File: config.mk
export PLATFORM = sky130hd
export DESIGN_NAME = da_fir_serial
export DESIGN_NICKNAME = d
export VERILOG_FILES = /design/src/rtl/fir_pkg.sv /design/src/rtl/da_fir_serial_lut.sv /design/src/rtl/da_fir_serial.sv
export SDC_FILE = /design/constraint.sdc
export NUM_CORES = 1
export LEC_CHECK = 0
export BUFFER_PORTS_ARGS = -buffer_cell sky130_fd_sc_hd__buf_2
export CAP_MARGIN = 20
export CELL_PAD_IN_SITES_DETAIL_PLACEMENT = 1
export CELL_PAD_IN_SITES_GLOBAL_PLACEMENT = 1
export CORE_MARGIN = 8
export CORE_UTILIZATION = 42
export CTS_CLUSTER_DIAMETER = 60
export DETAILED_ROUTE_END_ITERATION = 16
export GPL_TIMING_DRIVEN = 0
export PLACE_DENSITY_LB_ADDON = 0.1
export SLEW_MARGIN = 20
export SYNTH_ARGS = -nofsm -noshare
export SYNTH_HDL_FRONTEND = slang
export SYNTH_SLANG_ARGS = --single-unit
File: constraint.sdc
create_clock -name clk -period 5.41 [get_ports clk]
set_input_delay 0.2705 -clock clk [delete_from_list [all_inputs] [get_ports clk]]
set_output_delay 0.2705 -clock clk [all_outputs]
set_load 0.05 [all_outputs]
File: src/rtl/fir_pkg.sv
// Shared helpers for the distributed-arithmetic FIR family: width derivation and
// the partial-sum table builder evaluated at elaboration time.
package fir_pkg;

    localparam int MAX_TAPS     = 8;
    localparam int ENTRY_W      = 32;
    localparam int COEFFS_MAX_W = 1024;

    typedef logic [(2**MAX_TAPS)*ENTRY_W-1:0] psum_table_t;

    function automatic int clog2(input int value);
        int result;
        int v;
        result = 0;
        v = value - 1;
        while (v > 0) begin
            result++;
            v = v >> 1;
        end
        return result;
    endfunction

    function automatic int out_width(input int data_w, input int coef_w, input int taps);
        return data_w + coef_w + clog2(taps) + 1;
    endfunction

    // Coefficient idx as a signed integer; the packed field is two's complement.
    function automatic longint coef_at(input logic [COEFFS_MAX_W-1:0] coeffs,
                                       input int coef_w, input int idx);
        longint value;
        value = 0;
        for (int b = 0; b < coef_w; b++) begin
            value[b] = coeffs[idx*coef_w + b];
        end
        if (coeffs[idx*coef_w + coef_w - 1]) begin
            value = value - (longint'(1) << coef_w);
        end
        return value;
    endfunction

    function automatic psum_table_t build_psum_table(input int taps, input int coef_w,
                                                     input logic [COEFFS_MAX_W-1:0] coeffs);
        psum_table_t tbl;
        longint      sum;
        tbl = '0;
        for (int a = 0; a < (1 << taps); a++) begin
            sum = 0;
            for (int i = 0; i < taps; i++) begin
                if (((a >> i) & 1) != 0) begin
                    sum = sum + coef_at(coeffs, coef_w, i);
                end
            end
            tbl[a*ENTRY_W +: ENTRY_W] = sum[ENTRY_W-1:0];
        end
        return tbl;
    endfunction

    function automatic longint max_abs_psum(input int taps, input int coef_w,
                                            input logic [COEFFS_MAX_W-1:0] coeffs);
        longint sum;
        longint h;
        sum = 0;
        for (int i = 0; i < taps; i++) begin
            h = coef_at(coeffs, coef_w, i);
            sum = sum + ((h < 0) ? -h : h);
        end
        return sum;
    endfunction

endpackage

File: src/rtl/da_fir_serial_lut.sv
// Combinational partial-sum ROM: psum = sum of h[i] for every set bit i of addr.
// Shared with the parallel-DA 2D variant.
module da_lut
    import fir_pkg::*;
#(
    parameter int TAPS   = 4,
    parameter int COEF_W = 8,
    parameter logic [TAPS*COEF_W-1:0] COEFFS = {8'sd3, -8'sd1, 8'sd2, 8'sd1}
) (
    input  logic [TAPS-1:0]                       addr,
    output logic signed [COEF_W+clog2(TAPS)-1:0]  psum
);

    localparam int          PSUM_W = COEF_W + clog2(TAPS);
    localparam psum_table_t TABLE  = build_psum_table(TAPS, COEF_W, COEFFS_MAX_W'(COEFFS));

    logic [PSUM_W-1:0] rom [2**TAPS];

    for (genvar a = 0; a < 2**TAPS; a++) begin : g_rom
        assign rom[a] = TABLE[a*ENTRY_W +: PSUM_W];
    end

    assign psum = rom[addr];

endmodule

File: src/rtl/da_fir_serial.sv
// Bit-serial distributed-arithmetic FIR: one input bit slice per clock, LSB first,
// with valid/ready handshakes on both sides and a full-precision result.
module da_fir_serial
    import fir_pkg::*;
#(
    parameter int TAPS   = 4,
    parameter int DATA_W = 8,
    parameter int COEF_W = 8,
    parameter logic [TAPS*COEF_W-1:0] COEFFS = {8'sd3, -8'sd1, 8'sd2, 8'sd1},
    parameter bit SIGNED_IN = 1'b1,
    parameter int OUT_W  = out_width(DATA_W, COEF_W, TAPS)
) (
    input  logic              clk,
    input  logic              rst,
    input  logic              in_valid,
    output logic              in_ready,
    input  logic [DATA_W-1:0] x_in,
    output logic              out_valid,
    input  logic              out_ready,
    output logic [OUT_W-1:0]  y_out
);

    localparam int PSUM_W = COEF_W + clog2(TAPS);
    localparam int CNT_W  = (clog2(DATA_W) > 0) ? clog2(DATA_W) : 1;

    localparam logic [1:0] IDLE    = 2'd0;
    localparam logic [1:0] COMPUTE = 2'd1;
    localparam logic [1:0] DONE    = 2'd2;

    if (TAPS < 2 || TAPS > MAX_TAPS) begin : g_bad_taps
        $error("da_fir_serial: TAPS must be in 2..8");
    end

    if ((max_abs_psum(TAPS, COEF_W, COEFFS_MAX_W'(COEFFS)) << DATA_W) >
        (longint'(1) << (OUT_W - 1))) begin : g_overflow
        $error("da_fir_serial: worst-case result does not fit OUT_W");
    end

    logic [1:0]              state;
    logic [DATA_W-1:0]       tap [TAPS];
    logic [CNT_W-1:0]        cnt;
    logic signed [OUT_W-1:0] acc;
    logic [TAPS-1:0]         addr;
    logic signed [PSUM_W-1:0] psum;
    logic signed [OUT_W-1:0] psum_ext;
    logic signed [OUT_W-1:0] shifted;
    logic signed [OUT_W-1:0] acc_next;
    logic                    last;

    // Each tap contributes the bit of its sample selected by the bit counter.
    always_comb begin
        addr = '0;
        for (int i = 0; i < TAPS; i++) begin
            addr[i] = tap[i][cnt];
        end
    end

    da_lut #(
        .TAPS   (TAPS),
        .COEF_W (COEF_W),
        .COEFFS (COEFFS)
    ) u_lut (
        .addr (addr),
        .psum (psum)
    );

    // The MSB slice of a two's complement sample carries negative weight.
    assign last     = (cnt == CNT_W'(DATA_W - 1));
    assign psum_ext = OUT_W'(psum);
    assign shifted  = psum_ext <<< cnt;
    assign acc_next = (last && SIGNED_IN) ? (acc - shifted) : (acc + shifted);
    assign in_ready = (state == IDLE);

    always_ff @(posedge clk) begin
        if (rst) begin
            state     <= IDLE;
            acc       <= '0;
            cnt       <= '0;
            y_out     <= '0;
            out_valid <= 1'b0;
            for (int i = 0; i < TAPS; i++) begin
                tap[i] <= '0;
            end
        end else begin
            case (state)
                IDLE: begin
                    if (in_valid) begin
                        tap[0] <= x_in;
                        for (int i = 1; i < TAPS; i++) begin
                            tap[i] <= tap[i-1];
                        end
                        acc   <= '0;
                        cnt   <= '0;
                        state <= COMPUTE;
                    end
                end
                COMPUTE: begin
                    acc <= acc_next;
                    if (last) begin
                        y_out     <= acc_next;
                        out_valid <= 1'b1;
                        state     <= DONE;
                    end else begin
                        cnt <= cnt + 1'b1;
                    end
                end
                DONE: begin
                    if (out_ready) begin
                        out_valid <= 1'b0;
                        state     <= IDLE;
                    end
                end
                default: state <= IDLE;
            endcase
        end
    end

endmodule

==> summary.txt <==
STA
  – Final setup viols: 0
  – Final period utilization: 97.6%
  – Final Hold Fails: 0
  – Worst slew pin tran: 0.808 ns
  – Slew Viols, Final: 0
  – Max Freq: 0.189 GHz
  – Fin crit period: 5.28 ns
  – Clk_skew: 0.0134 ns
  – Rel. slew slack: 45.8%
  – Fin Setup TNS: 0 ns

Setup path
  – Setup CP Type: reg -> reg
  – CP delay by family, top: compound AO/OA/AOI/OAI gates
  – CP max-delay cell: mux4_2
  – CP Data Arrival Time: 5.57 ns
  – FF-to-FF setup slack: 0.13 ns
  – Crit path cell chain: buf_6 > mux4_2 > mux2_4 > xnor2_1 > a2111o_1 > buf_4 > o211ai_4 > nor3b_4 > buf_4 > a21oi_1 > xor2_1 > ha_2 > or3_1 > o211ai_1 > a31oi_2 > a31oi_2 > a21o_1 > xor3_1 > a211oi_2
  – WP data required: 5.70 ns
  – Reg2reg start: cnt[1]
  – Critical path startpoint category: flop
  – CP max stage delay: 0.59 ns
  – Worst-path maximum fanout: 8
  – Worst r2r path cells: 19
  – R2r endpoint: y_out[18]
  – Critical Path End Type: flop
  – CP bufs+invs: 3

Die
  – Chip width: 121 µm
  – Initial Utilization: 42.8%
  – Core area: 10,700 µm²
  – # rows: 38
  – Die area: 14,600 µm²
  – Die Height: 121 µm
  – Io pins: 33

Cells and area
  – Synthesis-to-layout area growth: 23.0%
  – Commonest non-fill, non-tap cell in the layout: nand2_1
  – Most frequent cells in the layout: nand2_1 (52), a21oi_1 (48), dfxtp_1 (43)
  – Final net count: 597
  – Share of cells above drive strength 1: 23.9%
  – Final instance area: 5660 µm²
  – # diodes: 0
  – Fillers: 1,268

Logic synthesis
  – Synth Instances: 498
  – Post-Syn Area: 4600 µm²
  – Syn nets: 535
  – Async set-reset flop share out of synthesis: 0%
  – Post-synth EDFFs: 32
  – Synthesis warning total: 0
  – Synthesized area per cell: 9.24 µm²
  – Synth Flop Type: dfxtp_1
  – Sequential share of the synthesized area: 40.0%
  – Netlist cell types: 64
  – Flops & latches, synth: 76

Clock tree
  – CTS tree: done
  – CTS root buf: clkbuf_8
  – CTS Buf Count: 9
  – CTS sink count: 76
  – Max Root-Sink Buffers: 2
  – Clock slew at reported path FFs: 0.08 ns
  – H-tree Lvls: 3
  – Clk_lat worst skew: 0.37 ns

Power and ir drop
  – Leak pwr: 2.23 nW
  – Int Pwr: 1.27 mW
  – NetSw: 712 µW
  – Clock share of power: 24.1%
  – VDD IR max: 0.195 mV
  – Power Dens Cells: 350 nW/µm²
  – Flop pwr share: 33.8%
  – Switching Share: 36.0%
  – Logic gate share of total power: 42.0%

Routing
  – Via/cell ratio: 5.62
  – Routed length per instance: 19.4 µm
  – Total wire length: 13,700 µm
  – DR DRC count: 0
  – Drt pass-1 iters: 4
  – Via count: 3,965
  – ANT nets after route: 0
  – 1st-iter DRT viols: 163

Outcome
  – Status: complete, no violations

GRT
  – First-pass GRT wire length: 20,900 µm
  – Antenna violations before repair: 0
  – GRT Util Overall: 18.3%
  – Pin count of the biggest net entering global routing: 33
  – Total overflow reported by the global router: 0
  – Vias in the first global route: 4,028

Flow run
  – MaxCap Viol Count: 0

Min path
  – HP Start: out_ready
  – Hold EP: out_valid
  – Hold Path Class: in -> reg
  – Hold depth: 4

Place
  – IO buf count: 32
  – HPWL after DPL: 9390 µm
  – Placer Congestion: 0.878
  – DP Area: 4940 µm²
==> cells by family (layout without fill, tap and decap cells) <==
family | count (synthesis) | after routing | share of synthesized area [%]
simple gates | 204 | 204 | 22.7
compound gates | 109 | 109 | 15.3
flops | 76 | 76 | 40.0
buf+inv | 42 | 109 | 3.62
fa+ha+maj | 25 | 25 | 6.96
xor+xnor | 24 | 24 | 4.90
mux | 18 | 18 | 6.47
==> timing repair <==
action	CTS	global route
buffers inserted	3	16
hold endpoints to repair	0	0
gates cloned	0	0
pin swaps	6	23
hold buffers	0	0
setup endpoints to repair	28	20
gates resized for setup	23	55
==> per-stage QoR <==
stage / std cells / hold WS [ns] / worst slack (ns) / total power, mW / utilization, %
global placement: 670 / 0.440 / -1.05 / 1.32 / 45.9
finish: 705 / 0.181 / 0.130 / 1.98 / 52.6
global route: 705 / 0.158 / -0.131 / 2.10 / 52.6
floorplan: 498 / 0.452 / 0.0450 / 1.20 / -
detailed placement: 670 / 0.443 / -1.19 / 1.34 / 45.9
CTS: 689 / 0.162 / 0.00342 / 1.86 / 49.1
==> worst register-to-register path, stage by stage (launching register included) <==
cell and delay (ns):
dfxtp_1 0.36, buf_6 0.18, mux4_2 0.59, mux2_4 0.35
xnor2_1 0.16, a2111o_1 0.53, buf_4 0.19, o211ai_4 0.23
nor3b_4 0.28, buf_4 0.14, a21oi_1 0.07, xor2_1 0.18
ha_2 0.21, or3_1 0.33, o211ai_1 0.30, a31oi_2 0.17
a31oi_2 0.20, a21o_1 0.23, xor3_1 0.28, a211oi_2 0.22
==> sequential cells by signal, summed over array words and instances (netlist names) <==
register,count
tap,32
acc,19
y_out,19
cnt,3
state,2
out_valid,1
==> final cells by class <==
| cell class | count | area, µm² | area share [%] |
|---|---|---|---|
| Multi-Input combinational cell | 380 | 2920 | 51.6 |
| Sequential cell | 76 | 1850 | 32.6 |
| Timing Repair Buffer | 51 | 303 | 5.35 |
| Tap cell | 140 | 175 | 3.10 |
| Buffer | 26 | 146 | 2.59 |
| Clock buffer | 10 | 128 | 2.26 |
| Clock inverter | 6 | 78.8 | 1.39 |
| Inverter | 16 | 62.6 | 1.11 |
==> power groups by stage <==
stage | sequential (mW) | clock [mW] | combinational, mW
4_1_cts | 0.669 | 0.489 | 0.698
2_1_floorplan | 0.672 | 0 | 0.523
6_report | 0.669 | 0.477 | 0.831
5_1_grt | 0.674 | 0.514 | 0.915
3_5_place_dp | 0.682 | 0 | 0.659
3_3_place_gp | 0.679 | 0 | 0.643
==> worst max path at each step <==
stage	from	to	slack, ns	cells past startpoint
global placement	cnt[0]	acc[17]	-1.05	21
CTS	cnt[0]	y_out[18]	0.003	23
finish	cnt[1]	y_out[18]	0.13	19
floorplan	cnt[0]	acc[15]	0.04	22
detailed placement	cnt[0]	y_out[17]	-1.19	21
global route	cnt[1]	y_out[18]	-0.13	22
==> metal layers <==
layer,up-vias,GRT usage (%),part of all wire [%]
li1,1908,-,-
met1,1979,23.5,46
met2,59,29.7,48
met3,19,4.15,3.1
met4,0,6.64,2.1
met5,-,0,0
==> synthesized netlist by cell type (4+ instances only) <==
cell type,n,area share (%)
a211oi_1,6,0.98
a21oi_1,50,5.4
a22oi_1,4,0.65
a31oi_1,8,1.1
and2_1,34,4.6
and3_1,4,0.54
clkbuf_1,23,1.9
dfxtp_1,44,19
edfxtp_1,32,21
ha_1,24,6.5
inv_1,15,1.2
mux2i_1,5,1.1
mux4_2,8,3.9
nand2_1,53,4.3
nand3_1,18,2.0
nor2_1,43,3.5
nor2b_1,8,1.1
nor3_1,13,1.4
o21ai_0,10,1.1
o31ai_1,4,0.65
or2_1,4,0.54
xnor2_1,12,2.3
xor2_1,11,2.1
Power figures use the tool's default switching activity.
